$ cat src/rtl/iob_pcie_tx_pkg.sv
`default_nettype none
// ============================================================================
// iob_pcie_tx_pkg: shared FSM encoding and width helpers for the PCIe TX arbiter
// Rev 1.0
// ============================================================================
package iob_pcie_tx_pkg;

    typedef enum logic [2:0] {
        ST_IDLE  = 3'd0,
        ST_REQ   = 3'd1,
        ST_DATA  = 3'd2,
        ST_DRAIN = 3'd3,
        ST_DONE  = 3'd4
    } tx_state_t;

    function automatic int beat_ratio(input int pci_w, input int data_w);
        return pci_w / data_w;
    endfunction

    function automatic int idx_width(input int n);
        return (n > 1) ? $clog2(n) : 1;
    endfunction

endpackage
`default_nettype wire

$ cat src/rtl/iob_pcie_tx_packer.sv
`default_nettype none
// ============================================================================
// iob_pcie_tx_packer: packs DATA_W words LSB-first into PCI_DATA_W beats
// Rev 1.0
// ============================================================================
module iob_pcie_tx_packer
    import iob_pcie_tx_pkg::*;
#(
    parameter int DATA_W     = 32,
    parameter int PCI_DATA_W = 64
) (
    input  logic                  clk,
    input  logic                  arst_n,
    input  logic                  en,
    input  logic                  last,
    input  logic [DATA_W-1:0]     word,
    input  logic                  word_valid,
    output logic                  word_ready,
    output logic [PCI_DATA_W-1:0] tx_data,
    output logic                  tx_data_valid,
    input  logic                  tx_data_ren,
    output logic                  idle
);

    localparam int R   = beat_ratio(PCI_DATA_W, DATA_W);
    localparam int K_W = idx_width(R);

    logic [K_W-1:0]        slot;
    logic                  asm_full;
    logic [PCI_DATA_W-1:0] asm_q;
    logic [PCI_DATA_W-1:0] asm_wr;
    logic                  move;
    logic                  accept;
    logic                  complete;

    // A full assembly can accept a new word only in the cycle it moves out.
    always_comb begin
        move       = asm_full && (!tx_data_valid || tx_data_ren);
        word_ready = en && (!asm_full || move);
        accept     = word_ready && word_valid;
        complete   = accept && ((slot == K_W'(R - 1)) || last);
        asm_wr     = move ? '0 : asm_q;
        asm_wr[int'(slot)*DATA_W +: DATA_W] = word;
    end

    always_ff @(posedge clk or negedge arst_n) begin
        if (!arst_n) begin
            slot          <= '0;
            asm_full      <= 1'b0;
            asm_q         <= '0;
            tx_data       <= '0;
            tx_data_valid <= 1'b0;
        end else begin
            if (move) begin
                tx_data       <= asm_q;
                tx_data_valid <= 1'b1;
            end else if (tx_data_ren) begin
                tx_data_valid <= 1'b0;
            end

            if (accept) begin
                asm_q    <= asm_wr;
                asm_full <= complete;
                slot     <= complete ? '0 : slot + K_W'(1);
            end else if (move) begin
                asm_q    <= '0;
                asm_full <= 1'b0;
            end
        end
    end

    assign idle = !asm_full && !tx_data_valid;

endmodule
`default_nettype wire

$ cat src/rtl/iob_pcie_tx_arb.sv
`default_nettype none
// ============================================================================
// iob_pcie_tx_arb: round-robin N-source RIFFA PCIe TX engine (optional ack
// watchdog: IOB_PCIE_TX_TIMEOUT_EN)     Rev 1.0
// ============================================================================
module iob_pcie_tx_arb
    import iob_pcie_tx_pkg::*;
#(
    parameter int N_SRC      = 2,
    parameter int DATA_W     = 32,
    parameter int PCI_DATA_W = 64,
    parameter int LEN_W      = 32,
    parameter int OFF_W      = 31,
    parameter int TIMEOUT_W  = 16,
    localparam int IDX_W     = idx_width(N_SRC)
) (
    input  logic                    clk,
    input  logic                    arst_n,
    input  logic [N_SRC-1:0]        src_req_i,
    input  logic [N_SRC*LEN_W-1:0]  src_len_i,
    output logic [N_SRC-1:0]        src_gnt_o,
    input  logic [N_SRC*DATA_W-1:0] src_data_i,
    input  logic [N_SRC-1:0]        src_valid_i,
    output logic [N_SRC-1:0]        src_ready_o,
    output logic [N_SRC-1:0]        src_done_o,
    output logic [N_SRC-1:0]        src_err_o,
    output logic [IDX_W-1:0]        cur_src_o,
    output logic                    busy_o,
    output logic                    tx_o,
    input  logic                    tx_ack_i,
    output logic                    tx_last_o,
    output logic [LEN_W-1:0]        tx_len_o,
    output logic [OFF_W-1:0]        tx_off_o,
    output logic [PCI_DATA_W-1:0]   tx_data_o,
    output logic                    tx_data_valid_o,
    input  logic                    tx_data_ren_i
);

    tx_state_t        state;
    tx_state_t        state_n;
    logic [IDX_W-1:0] rr_ptr;
    logic [IDX_W-1:0] gnt_idx;
    logic [IDX_W-1:0] gnt_next_idx;
    logic [IDX_W-1:0] pick;
    logic [IDX_W-1:0] cand;
    logic             found;
    logic [LEN_W-1:0] len_q;
    logic [LEN_W-1:0] remaining;
    logic [N_SRC-1:0] gnt_vec;
    logic [DATA_W-1:0] word;
    logic             word_valid;
    logic             pk_ready;
    logic             pk_idle;
    logic             accept;
    logic             timeout;

    // First requester at or after the round-robin pointer, wrapping.
    always_comb begin
        found = 1'b0;
        pick  = '0;
        cand  = '0;
        for (int i = 0; i < N_SRC; i++) begin
            cand = IDX_W'((int'(rr_ptr) + i) % N_SRC);
            if (!found && src_req_i[cand]) begin
                found = 1'b1;
                pick  = cand;
            end
        end
    end

    always_comb begin
        gnt_vec = '0;
        for (int i = 0; i < N_SRC; i++) begin
            gnt_vec[i] = (int'(gnt_idx) == i);
        end
    end

    assign gnt_next_idx = (int'(gnt_idx) == N_SRC - 1) ? '0 : gnt_idx + IDX_W'(1);
    assign word         = src_data_i[int'(gnt_idx)*DATA_W +: DATA_W];
    assign word_valid   = |(src_valid_i & gnt_vec);
    assign accept       = word_valid && pk_ready;

`ifdef IOB_PCIE_TX_TIMEOUT_EN
    localparam logic [TIMEOUT_W-1:0] TO_LAST = {TIMEOUT_W{1'b1}} - TIMEOUT_W'(1);
    logic [TIMEOUT_W-1:0] to_cnt;

    always_ff @(posedge clk or negedge arst_n) begin
        if (!arst_n) begin
            to_cnt <= '0;
        end else if (state == ST_REQ && !tx_ack_i) begin
            to_cnt <= to_cnt + TIMEOUT_W'(1);
        end else begin
            to_cnt <= '0;
        end
    end

    // Fires in the cycle the counter would reach its all-ones value.
    assign timeout   = (state == ST_REQ) && !tx_ack_i && (to_cnt == TO_LAST);
    assign src_err_o = timeout ? gnt_vec : '0;
`else
    logic unused_timeout_w;
    assign unused_timeout_w = (TIMEOUT_W > 0);
    assign timeout          = 1'b0;
    assign src_err_o        = '0;
`endif

    always_ff @(posedge clk or negedge arst_n) begin
        if (!arst_n) begin
            state <= ST_IDLE;
        end else begin
            state <= state_n;
        end
    end

    always_comb begin
        state_n = state;
        case (state)
            ST_IDLE:  if (found) state_n = ST_REQ;
            ST_REQ: begin
                if (tx_ack_i) begin
                    state_n = (len_q == '0) ? ST_DONE : ST_DATA;
                end else if (timeout) begin
                    state_n = ST_IDLE;
                end
            end
            ST_DATA:  if (accept && remaining == LEN_W'(1)) state_n = ST_DRAIN;
            ST_DRAIN: if (pk_idle) state_n = ST_DONE;
            ST_DONE:  state_n = ST_IDLE;
            default:  state_n = ST_IDLE;
        endcase
    end

    always_ff @(posedge clk or negedge arst_n) begin
        if (!arst_n) begin
            rr_ptr    <= '0;
            gnt_idx   <= '0;
            len_q     <= '0;
            remaining <= '0;
        end else begin
            case (state)
                ST_IDLE: begin
                    if (found) begin
                        gnt_idx   <= pick;
                        len_q     <= src_len_i[int'(pick)*LEN_W +: LEN_W];
                        remaining <= src_len_i[int'(pick)*LEN_W +: LEN_W];
                    end
                end
                ST_REQ:  if (timeout) rr_ptr <= gnt_next_idx;
                ST_DATA: if (accept) remaining <= remaining - LEN_W'(1);
                ST_DONE: rr_ptr <= gnt_next_idx;
                default: ;
            endcase
        end
    end

    iob_pcie_tx_packer #(
        .DATA_W     (DATA_W),
        .PCI_DATA_W (PCI_DATA_W)
    ) u_packer (
        .clk           (clk),
        .arst_n        (arst_n),
        .en            (state == ST_DATA),
        .last          (remaining == LEN_W'(1)),
        .word          (word),
        .word_valid    (word_valid),
        .word_ready    (pk_ready),
        .tx_data       (tx_data_o),
        .tx_data_valid (tx_data_valid_o),
        .tx_data_ren   (tx_data_ren_i),
        .idle          (pk_idle)
    );

    assign busy_o      = (state != ST_IDLE);
    assign src_gnt_o   = busy_o ? gnt_vec : '0;
    assign src_ready_o = pk_ready ? gnt_vec : '0;
    assign src_done_o  = (state == ST_DONE) ? gnt_vec : '0;
    assign cur_src_o   = gnt_idx;
    assign tx_o        = (state == ST_REQ);
    assign tx_len_o    = len_q;
    assign tx_off_o    = '0;
    assign tx_last_o   = 1'b1;

endmodule
`default_nettype wire
$ cat config.mk
export PLATFORM = sky130hd
export DESIGN_NAME = iob_pcie_tx_arb
export DESIGN_NICKNAME = d
export VERILOG_FILES = /design/src/rtl/iob_pcie_tx_pkg.sv /design/src/rtl/iob_pcie_tx_packer.sv /design/src/rtl/iob_pcie_tx_arb.sv
export SDC_FILE = /design/constraint.sdc
export NUM_CORES = 1
export LEC_CHECK = 0
export CAP_MARGIN = 10
export CORE_MARGIN = 5
export CORE_UTILIZATION = 41
export DETAILED_ROUTE_END_ITERATION = 6
export PLACE_DENSITY = 0.8
export SKIP_CTS_REPAIR_TIMING = 1
export SYNTH_ARGS = -nofsm -noshare
export SYNTH_HDL_FRONTEND = slang
export SYNTH_SLANG_ARGS = --single-unit
$ cat constraint.sdc
create_clock -name clk -period 6.2 [get_ports clk]
set_input_delay 0.62 -clock clk [delete_from_list [all_inputs] [get_ports clk]]
set_output_delay 0.62 -clock clk [all_outputs]
set_load 0.01 [all_outputs]
==> results.sh, run 1 <==
export IMPL_clockRootBuffer="clkbuf_16"
export IMPL_post_synth_cell_area_avg_sq_um=10.8
export IMPL_fin_skew_ps=11.2
export IMPL_synth_cell_types=60
export IMPL_multiInputGateArea_sq_um=3990
export IMPL_crit_chain="or2_2, nor2_2, buf_4, and3_1, clkdlybuf4s50_1"
export IMPL_antenna_found_initial=0
export IMPL_fin_nets=1213
export IMPL_drc_errors=0
export IMPL_hp_class="in2async"
export IMPL_postSynth_asyncResetShare=1.00
export IMPL_crit_type="reg2out"
export IMPL_synth_seq_cells=200
export IMPL_clk_pin_slew_ps=80
export IMPL_syn_inst=863
export IMPL_netlist_area_sq_um=9360
export IMPL_critPathCaptureType="output pin"
export IMPL_start_util=0.415
export IMPL_drt_iter0_drc=405
export IMPL_antenna_cells=0
export IMPL_wire_per_inst_microns=17.5
export IMPL_synth_main_ff_cell="dfrtp_1"
export IMPL_antenna_left=0
export IMPL_vias=7370
export IMPL_wl_mm=24.0
export IMPL_slew_limit_headroom=0.255
export IMPL_grt_max_degree=78
export IMPL_cts_sinks=200
export IMPL_min_period_ps=3210
export IMPL_timing_rr_start="state[2]"
export IMPL_crit_arrival_ps=2590
export IMPL_slowest_delay_ps=560
export IMPL_cts_made_buffers=17
export IMPL_p_leak_uw=0.00544
export IMPL_place_gp_congestion=0.835
export IMPL_die_width_microns=161
export IMPL_synth_top_cell_by_area="dfrtp_1"
export IMPL_ys_top_cells_by_area="dfrtp_1 53%, mux2_2 8.2%, mux2i_1 6.8%"
export IMPL_first_pass_iters=5
export IMPL_cp_required_ps=5580
export IMPL_via_per_inst=5.37
export IMPL_port_buffers=241
export IMPL_cp_slowest_cell="clkdlybuf4s50_1"
export IMPL_slew_viol_final=0
export IMPL_dpl_hpwl_mm=17.1
export IMPL_critPathMaxFanout=42
export IMPL_pwr_density_cell_nw_per_um2=465
export IMPL_rows=55
export IMPL_clockBufferDepth=2
export IMPL_min_period_over_period=0.518
export IMPL_fmax_mhz=311
export IMPL_synth_top_area_frac=0.535
export IMPL_io_pins=276
export IMPL_yosys_warnings=0
export IMPL_maxCapViolations=0
export IMPL_synth_seq_area_share=0.535
export IMPL_grt_total_usage=0.180
export IMPL_dieHeight_microns=161
export IMPL_hold_viol=0
export IMPL_syn_to_final_growth_pct=33.4
export IMPL_start_kind="register"
export IMPL_core_sq_um=22600
export IMPL_cts_htree_levels=4
export IMPL_regArea_sq_um=5010
export IMPL_timing_critical_path_from="state[2]"
export IMPL_die_area_sq_um=26000
export IMPL_rsz0062_at_grt="false"
export IMPL_final_layout_size_suffix_gt1_frac=0.116
export IMPL_grt_pass1_vias=7288
export IMPL_fillers=1982
export IMPL_final_common_cell="clkdlybuf4s50_1"
export IMPL_status="finished, final reports clean"
export IMPL_tightestPinTransition_ps=1120
export IMPL_synth_edf_count=0
export IMPL_gr_total_overflow=0
export IMPL_grt_pass1_wl_mm=38.5
export IMPL_finalPower_uw=5810
export IMPL_tritoncts="yes"
export IMPL_setup_viol=0
export IMPL_most_common_layout_cells="240 x clkdlybuf4s50_1, 199 x dfrtp_1, 86 x o21ai_0"
export IMPL_fin_setup_tns_ps=0
export IMPL_clk_latency_ps=430
export IMPL_ir_drop_v=0.000196
==> final cells by class <==
type | instances | area share
sequential | 200 | 0.401
timing repair buffer | 251 | 0.199
tap | 285 | 0.0286
multi-input combinational | 596 | 0.320
inverter | 9 | 0.00270
clock inverter | 15 | 0.0146
clock buffer | 17 | 0.0341
==> power breakdown <==
group          internal (uW)  switching (uW)  total [uW]
clock network            549             574        1120
registers               1890             429        2320
logic                   1220            1150        2370
==> logic make-up after synthesis <==
group,after synthesis,synth area share
and+or+nand+nor,234,0.130
DFF,200,0.535
AOI/OAI and AO/OA,194,0.125
muxes,132,0.150
buffers and inverters,99,0.0565
adders and majority gates,2,0.00267
other,2,0.000802
==> critical path: cells and delay by family (launching register included) <==
| kind | cells | cell delay [ps] |
|---|---|---|
| simple gates | 3 | 800 |
| buf+inv | 2 | 920 |
| flops | 1 | 420 |
==> synth_stat cells, drive strengths merged (4+ instances only) <==
library cell	number
buf	49
nor2	56
a22o	8
inv	9
mux2i	64
o21a	4
o22ai	4
nand2	33
a21oi	46
o21ai	91
o2bb2ai	7
nor3	8
nand4	10
and3	9
mux2	68
a211oi	4
dfrtp	200
nand3	69
or4	9
a2bb2oi	6
clkbuf	41
nor4	15
nand2b	6
o211a	4
==> worst paths after layout <==
kind | endpoint | slack (ps) | cells after the start
min in group clk | u_packer.asm_q[44] | 500 | 2
max in group asynchronous | cur_src_o | 4700 | 2
hold reg to reg | u_packer.asm_q[44] | 500 | 2
hold / removal | u_packer.tx_data[18] | 180 | 1
setup reg to reg | u_packer.asm_q[47] | 2990 | 6
setup / recovery | src_ready_o[1] | 2990 | 5
==> metrics by stage <==
step / util / instance area [sq um] / setup slack (ps) / instances / hold WS, ps
floorplan: - / 9480 / 3970 / 895 / 324
finish: 0.553 / 12500 / 2990 / 1373 / 184
global route: 0.553 / 12500 / 2660 / 1373 / 233
detailed placement: 0.526 / 11900 / 2720 / 1341 / 486
CTS: 0.553 / 12500 / 2980 / 1373 / 206
global placement: 0.526 / 11900 / 2870 / 1341 / 476
==> state kept, by name, summed over array words and instances, names as in the netlist <==
name and flops:
remaining 32, u_packer.asm_full 1, u_packer.slot 1, rr_ptr 1, u_packer.asm_q 64, u_packer.tx_data_valid 1, cur_src_o 1, tx_len_o 32
state 3, u_packer.tx_data 64
==> routing by layer <==
metal / routed length [microns] / vias up / track usage
met3: 1710 / 29 / 0.0467
met1: 10100 / 3603 / 0.231
met4: 331 / 0 / 0.0442
met2: 11800 / 246 / 0.307
li1: - / 3492 / -
met5: 0 / - / 0
No activity file was read; power rests on OpenSTA's default activity.
==> run 2, diff against run 1 <==
==> constraint.sdc (replaced) <==
create_clock -name clk -period 2.98 [get_ports clk]
set_input_delay 0.298 -clock clk [delete_from_list [all_inputs] [get_ports clk]]
set_output_delay 0.298 -clock clk [all_outputs]
set_load 0.01 [all_outputs]
==> run 2 against run 1 <==
Compared with the run above:
- final cell count grew 0.73%
- combinational power grew 110%
- first-iteration DRC count shrank 8.4%
- utilization is 0.84 points higher
- critical path type unchanged
- critical endpoint is now src_ready_o[0]
- largest cell class unchanged
==> results.sh, run 2 (same netlist as run 1, synthesis figures left out) <==
export IMPL_grt_pass1_wl_mm=39.1
export IMPL_tightestPinTransition_ps=733
export IMPL_fin_skew_ps=16.0
export IMPL_cts_sinks=200
export IMPL_most_common_layout_cells="240 x clkdlybuf4s50_1, 199 x dfrtp_1, 86 x o21ai_0"
export IMPL_p_comb_frac=0.412
export IMPL_clockRootBuffer="clkbuf_16"
export IMPL_wire_per_inst_microns=17.5
export IMPL_fin_nets=1223
export IMPL_multiInputGateArea_sq_um=3990
export IMPL_rrSetupSlack_ps=510
export IMPL_core_sq_um=22600
export IMPL_crit_type="reg2out"
export IMPL_crit_arrival_ps=2410
export IMPL_fin_setup_tns_ps=0
export IMPL_p_leak_uw=0.00554
export IMPL_timing_rr_start="state[2]"
export IMPL_die_width_microns=161
export IMPL_critPathMaxFanout=9
export IMPL_hold_viol=0
export IMPL_tritoncts="yes"
export IMPL_via_per_inst=5.40
export IMPL_reg_largest_list="u_packer.asm_q (64), u_packer.tx_data (64)"
export IMPL_first_pass_iters=5
export IMPL_fmax_mhz=370
export IMPL_maxCapViolations=0
export IMPL_die_area_sq_um=26000
export IMPL_min_period_ps=2700
export IMPL_slew_limit_headroom=0.507
export IMPL_drt_iter0_drc=371
export IMPL_clkPwrFrac=0.193
export IMPL_r2r_end="remaining[26]"
export IMPL_p_switching_uw=4540
export IMPL_port_buffers=241
export IMPL_gr_total_overflow=0
export IMPL_io_pins=276
export IMPL_fillers=1924
export IMPL_final_layout_size_suffix_gt1_frac=0.123
export IMPL_power_internal_uw=7720
export IMPL_antenna_found_initial=0
export IMPL_start_kind="register"
export IMPL_slew_viol_final=0
export IMPL_rows=55
export IMPL_dpl_hpwl_mm=17.6
export IMPL_min_period_over_period=0.907
export IMPL_syn_to_final_growth_pct=35.4
export IMPL_switching_share=0.370
export IMPL_antenna_cells=0
export IMPL_regArea_sq_um=5010
export IMPL_clockBufferDepth=2
export IMPL_setup_viol=0
export IMPL_ir_drop_v=0.000358
export IMPL_reg2reg_depth=6
export IMPL_grt_max_degree=89
export IMPL_antenna_left=0
export IMPL_critPathCaptureType="output pin"
export IMPL_pwr_density_cell_nw_per_um2=967
export IMPL_rsz0062_at_grt="false"
export IMPL_p_seq_frac=0.395
export IMPL_start_util=0.415
export IMPL_status="finished, final reports clean"
export IMPL_clk_pin_slew_ps=80
export IMPL_vias=7466
export IMPL_drc_errors=0
export IMPL_final_common_cell="clkdlybuf4s50_1"
export IMPL_grt_total_usage=0.183
export IMPL_cts_made_buffers=17
export IMPL_grt_pass1_vias=7543
export IMPL_hp_class="in2async"
export IMPL_cp_required_ps=2680
export IMPL_dieHeight_microns=161
export IMPL_clk_latency_ps=440
export IMPL_place_gp_congestion=0.869
export IMPL_finalPower_uw=12300
export IMPL_wl_mm=24.3
export IMPL_cts_htree_levels=4
==> run 2: changes by cell type in the layout (fill, tap and decap cells not counted) <==
| cell | delta |
|---|---|
| buf_4 | +1 |
| inv_6 | -1 |
| clkinv_2 | -1 |
| inv_8 | +3 |
| dlygate4sd3_1 | +1 |
| buf_12 | +8 |
| clkinv_8 | -1 |
| clkinv_4 | -1 |
| inv_12 | +1 |
==> run 2: how the worst max path moves through the flow <==
stage | to | cells past startpoint | slack (ps) | from
after global placement | remaining[26] | 7 | 560 | tx_data_ren_i
after detailed placement | remaining[26] | 7 | 420 | tx_data_ren_i
final | src_ready_o[0] | 4 | 280 | state[2]
after floorplan | remaining[23] | 5 | 880 | remaining[14]
after CTS | src_ready_o[0] | 4 | 270 | state[2]
after global routing | src_ready_o[0] | 4 | 140 | state[2]
==> run 2: metrics by stage <==
stage / area, sq um / worst slack [ps] / hold WS (ps) / std cells / utilization
after CTS: 12700 / 265 / -68.1 / 1382 / 0.561
after floorplan: 9480 / 878 / 2.41 / 895 / -
after global placement: 12000 / 565 / 404 / 1350 / 0.534
final: 12700 / 277 / 490 / 1383 / 0.562
after global routing: 12700 / 137 / 518 / 1383 / 0.562
after detailed placement: 12000 / 420 / 407 / 1350 / 0.534
==> run 2: cell type report <==
class                   instances  share of cell area
flip-flops and latches        200               0.395
multi-input cells             596               0.315
repair buffers                261               0.211
clock buffers                  17              0.0336
well taps                     285              0.0281
clock inverters                15              0.0153
inverters                       9             0.00266
==> run 2: metal layers <==
layer	track usage	vias to the layer above	routed length (microns)
met4	0.0283	0	163
met1	0.232	3674	10100
met5	0	-	0
li1	-	3500	-
met3	0.0544	17	1920
met2	0.317	275	12100
==> run 2: power groups by stage <==
stage	clock network, uW	registers (uW)	logic [uW]
final	2370	4840	5050
after global routing	2550	5000	5550
after CTS	2420	4830	5130
after detailed placement	0	4870	5100
after global placement	0	4790	4940
after floorplan	0	4910	2630
==> run 2: critical path: stages, from the launching register on <==
cell	delay, ps
dfrtp_1	420
or3b_1	520
buf_4	220
nor3_1	180
clkdlybuf4s50_1	650
